===== config.mk =====
export PLATFORM = sky130hd
export DESIGN_NAME = sqg_pattern_tx
export DESIGN_NICKNAME = d
export VERILOG_FILES = /design/src/rtl/sqg_pkg.sv /design/src/rtl/piso_shift.sv /design/src/rtl/sqg_pattern_tx.sv
export SDC_FILE = /design/constraint.sdc
export NUM_CORES = 1
export LEC_CHECK = 0
export CORE_UTILIZATION = 56
export CTS_CLUSTER_SIZE = 10
export DETAILED_ROUTE_END_ITERATION = 10
export GPL_ROUTABILITY_DRIVEN = 0
export GPL_TIMING_DRIVEN = 0
export PLACE_DENSITY = 0.8
export SETUP_SLACK_MARGIN = 0.2
export SYNTH_ARGS = -nofsm -noshare
export SYNTH_HDL_FRONTEND = slang
export SYNTH_HIERARCHICAL = 1
export SYNTH_SLANG_ARGS = --single-unit

===== constraint.sdc =====
create_clock -name clk -period 5.9 [get_ports clk]
set_input_delay 1.18 -clock clk [delete_from_list [all_inputs] [get_ports clk]]
set_output_delay 1.18 -clock clk [all_outputs]
set_load 0.02 [all_outputs]

===== src/rtl/sqg_pkg.sv =====
// Shared types and constants for the serial pattern transmitter family.
package sqg_pkg;

  typedef enum logic [1:0] {
    IDLE,
    SEND,
    GAP
  } sqg_state_t;

  localparam logic [3:0] SQG_DEFAULT_PATTERN = 4'b0110;

endpackage


===== src/rtl/piso_shift.sv =====
// Parallel-load, serial-out shift register; MSB leaves first, load wins over shift.
module piso_shift #(
  parameter int unsigned W = 4
) (
  input  logic         clk,
  input  logic         rst,
  input  logic         load,
  input  logic         shift,
  input  logic [W-1:0] din,
  output logic         msb
);

  logic [W-1:0] sr;

  always_ff @(posedge clk or posedge rst) begin
    if (rst) begin
      sr <= '0;
    end else if (load) begin
      sr <= din;
    end else if (shift) begin
      sr <= {sr[W-2:0], 1'b0};
    end
  end

  assign msb = sr[W-1];

endmodule


===== src/rtl/sqg_pattern_tx.sv =====
// Serial pattern transmitter: sends a captured pattern MSB-first, reps times,
// with a programmable idle gap between frames.
module sqg_pattern_tx
  import sqg_pkg::*;
#(
  parameter int unsigned PAT_W = 4,
  parameter int unsigned CNT_W = 8,
  parameter int unsigned GAP_W = 4
) (
  input  logic             clk,
  input  logic             rst,
  input  logic             start_valid,
  output logic             start_ready,
  input  logic [PAT_W-1:0] pattern,
  input  logic [CNT_W-1:0] reps,
  input  logic [GAP_W-1:0] gap,
  output logic             sout,
  output logic             sout_valid,
  output logic             frame_start,
  output logic             done,
  output logic             busy
);

  localparam int unsigned BW = $clog2(PAT_W);
  localparam logic [BW-1:0] BIT_TOP = BW'(PAT_W - 1);

  sqg_state_t       state_q, state_d;
  logic [BW-1:0]    bit_q, bit_d;
  logic [CNT_W-1:0] frm_q, frm_d;
  logic [GAP_W-1:0] gcnt_q, gcnt_d;
  logic [GAP_W-1:0] gapcfg_q, gapcfg_d;
  logic [PAT_W-1:0] pat_q, pat_d;
  logic             done_q, done_d;
  logic             load, shift;
  logic [PAT_W-1:0] ld_pat;
  logic             msb;

  always_ff @(posedge clk or posedge rst) begin
    if (rst) begin
      state_q <= IDLE;
    end else begin
      state_q <= state_d;
    end
  end

  always_ff @(posedge clk or posedge rst) begin
    if (rst) begin
      bit_q    <= '0;
      frm_q    <= '0;
      gcnt_q   <= '0;
      gapcfg_q <= '0;
      pat_q    <= '0;
      done_q   <= 1'b0;
    end else begin
      bit_q    <= bit_d;
      frm_q    <= frm_d;
      gcnt_q   <= gcnt_d;
      gapcfg_q <= gapcfg_d;
      pat_q    <= pat_d;
      done_q   <= done_d;
    end
  end

  always_comb begin
    state_d  = state_q;
    bit_d    = bit_q;
    frm_d    = frm_q;
    gcnt_d   = gcnt_q;
    gapcfg_d = gapcfg_q;
    pat_d    = pat_q;
    done_d   = 1'b0;
    load     = 1'b0;
    shift    = 1'b0;
    ld_pat   = pat_q;
    unique case (state_q)
      IDLE: begin
        // First frame loads straight from the input, the capture lands alongside it
        if (start_valid) begin
          pat_d    = pattern;
          gapcfg_d = gap;
          if (reps != '0) begin
            state_d = SEND;
            load    = 1'b1;
            ld_pat  = pattern;
            bit_d   = BIT_TOP;
            frm_d   = reps - CNT_W'(1);
          end else begin
            done_d = 1'b1;
          end
        end
      end
      SEND: begin
        if (bit_q != '0) begin
          shift = 1'b1;
          bit_d = bit_q - BW'(1);
        end else if (frm_q == '0) begin
          state_d = IDLE;
          done_d  = 1'b1;
        end else if (gapcfg_q == '0) begin
          load  = 1'b1;
          bit_d = BIT_TOP;
          frm_d = frm_q - CNT_W'(1);
        end else begin
          state_d = GAP;
          gcnt_d  = gapcfg_q - GAP_W'(1);
        end
      end
      GAP: begin
        if (gcnt_q != '0) begin
          gcnt_d = gcnt_q - GAP_W'(1);
        end else begin
          state_d = SEND;
          load    = 1'b1;
          bit_d   = BIT_TOP;
          if (frm_q != '0) begin
            frm_d = frm_q - CNT_W'(1);
          end
        end
      end
      default: state_d = IDLE;
    endcase
  end

  piso_shift #(
    .W(PAT_W)
  ) u_piso (
    .clk   (clk),
    .rst   (rst),
    .load  (load),
    .shift (shift),
    .din   (ld_pat),
    .msb   (msb)
  );

  assign sout_valid  = (state_q == SEND);
  assign sout        = msb & sout_valid;
  assign frame_start = sout_valid && (bit_q == BIT_TOP);
  assign busy        = (state_q != IDLE);
  assign start_ready = (state_q == IDLE);
  assign done        = done_q;

endmodule


==> results.json <==
{
  "outcome": "finished, final reports clean",
  "syn-num-nets": 248,
  "die_height_um": 62.4,
  "final_layout_size_suffix_gt1_share_pct": 13.5,
  "cap_violations": 0,
  "yosysMostFrequentCell": "dfrtp_1",
  "finalHoldViolCount": 0,
  "drc": 0,
  "crit_path_end_kind": "output port",
  "diodes": 0,
  "rr_startpoint": "state_q[0]",
  "dieArea_sq_um": 3890,
  "cts.sinks": 29,
  "final_cells": 298,
  "drt_wl_total_mm": 4.33,
  "vias_per_cell": 5.95,
  "numCtsBuffers": 5,
  "synth_top_area_cell": "dfrtp_1",
  "grt_max_degree": 26,
  "fillers": 281,
  "grtUsageTotal_pct": 25.0,
  "syn_area_sq_um": 2040,
  "cts_resized": 0,
  "reg2reg_slack_ps": 2900,
  "post-place-cells": 290,
  "tightest_slew_ps": 933,
  "maxSlewHeadroom_pct": 37.7,
  "yosysSeqAreaShare_pct": 35.5,
  "synthCells": 220,
  "path_clk_slew_ps": 80,
  "hold_depth": 1,
  "r2r_end": "frm_q[4]",
  "grt_remaining_overflow": 0,
  "dr_total_vias": 1772,
  "finalMaxSlewViolations": 0,
  "final.period_utilization_pct": 57.9,
  "cts_hold_buffers": 0,
  "reg2regPathDepth": 10,
  "grt_pass1_wl_mm": 7.62,
  "setup_viol": 0,
  "clk_latency_ps": 330,
  "syn_area_per_cell_sq_um": 9.28,
  "coreArea_sq_um": 3420,
  "yosysWarnings": 6,
  "synth_area_leaders": "dfrtp_1, mux2_2, mux2i_1, ha_1, o21ai_0",
  "hp-class": "reg -> reg",
  "synth_ff_type": "dfrtp_1",
  "crit_end": "sout",
  "hpwl_mm": 3.29,
  "finalPower_w": 0.00138,
  "htreeDepth": 2,
  "drt_pass1_iterations": 4,
  "die_x_um": 62.4,
  "cts_root_buffer": "clkbuf_4",
  "drt-wirelength-per-cell_um": 14.5,
  "ir_drop_mv": 0.268,
  "synthDistinctLibCells": 44,
  "detail-route-antenna-nets": 0,
  "startpoint": "state_q[1]",
  "path_max_fanout": 10,
  "placed_cell_area_sq_um": 2340,
  "start_kind": "flop",
  "yosysTopAreaCellShare_pct": 35.5,
  "fin_area_sq_um": 2390,
  "grt_antenna_before_repair": 0,
  "nets": 279,
  "timing.setup.tns_ps": 0,
  "critical_path_class": "reg -> out",
  "cts_tree": "yes",
  "rsz0062_at_grt": "no",
  "drt_iter0_drc": 105,
  "synth_common_cells": "dfrtp_1, mux2_2, nor2_1, o21ai_0",
  "finClkSkew_ps": 13.5,
  "p_leak_nw": 0.976,
  "period_minus_slack_ps": 3410,
  "synth_edf_count": 0,
  "grt_pass1_vias": 1625,
  "cts_post_setup_buffers_inserted": 0,
  "p_per_area_nw_per_um2": 575,
  "cp_data_required_time_ps": 4720,
  "fin_util_pct": 70.0,
  "rows": 21,
  "async_reset_ff_share_pct": 100,
  "initial_core_util_pct": 59.8,
  "io_pins": 25,
  "synth_seq_cells": 29,
  "io_buffers": 24,
  "syn2layout_area_growth_pct": 17.1,
  "clock_path_buffers": 2,
  "fmax_mhz": 293,
  "cp_data_arrival_time_ps": 2230
}
stage by stage:
stage,setup slack (ps),hold WS [ps]
2_1_floorplan,3340,475
3_3_place_gp,2470,484
3_5_place_dp,2470,494
4_1_cts,2470,513
5_1_grt,2360,522
6_report,2490,508
cell usage in the layout, fill, tap and decap left out, drive strengths merged, types with 10 or more instances in the layout:
cell	count
inv	10
a21oi	13
nand2	13
clkbuf	11
o21ai	19
mux2i	12
dfrtp	29
nor2	18
clkdlybuf4s50	24
mux2	19
flip-flops by register name (all words and copies together) (netlist names):
signal,cells
bit_q,2
done,1
frm_q,8
gapcfg_q,4
gcnt_q,4
pat_q,4
state_q,2
u_piso/sr,4
where the power goes:
part,switching [W],internal (W),total (W)
registers,0.000101,0.000297,0.000398
clock network,0.0000659,0.0000452,0.000111
logic,0.000472,0.000394,0.000866
total,0.000639,0.000736,0.00138
how the worst min path moves through the flow:
stage          startpoint       end  slack (ps)
3_3_place_gp     pat_q[1]  pat_q[1]         480
6_report         pat_q[0]  pat_q[0]         510
3_5_place_dp     pat_q[1]  pat_q[1]         490
5_1_grt          pat_q[1]  pat_q[1]         520
4_1_cts          pat_q[0]  pat_q[0]         510
2_1_floorplan    pat_q[0]  pat_q[0]         480
final cells by class:
class,instances,area (sq um),area share [%]
plain buffers,9,43.8,1.83
multi-input cells,172,1230,51.6
repair buffers,24,240,10.0
well taps,46,57.6,2.41
clock inverters,2,10.0,0.419
clock buffers,6,41.3,1.73
inverters,10,37.5,1.57
flip-flops and latches,29,726,30.4
worst max-delay path, cell delays in order (launching register included):
cell	delay, ps
dfrtp_1	420
inv_1	120
ha_1	240
clkbuf_1	360
and2_1	190
clkdlybuf4s50_1	590
per-layer routing:
layer  part of all wire, %  GRT usage, %  vias up
met4                  0.95          7.27        0
met1                    48          34.6      841
met5                     0             0        -
met3                   4.1          6.02        4
li1                      -             -      884
met2                    47          38.9       43
cell families (layout without fill, tap and decap cells):
kind of cell,Yosys count,in the layout,share of synthesized area [%]
AND/OR/NAND/NOR,73,73,19.2
flip-flops,29,29,35.5
multiplexers,31,31,16.5
adder cells (fa/ha/maj),9,9,5.51
buffers and inverters,19,51,3.98
AO/OA/AOI/OAI,59,59,19.2
Power figures use the tool's default switching activity.
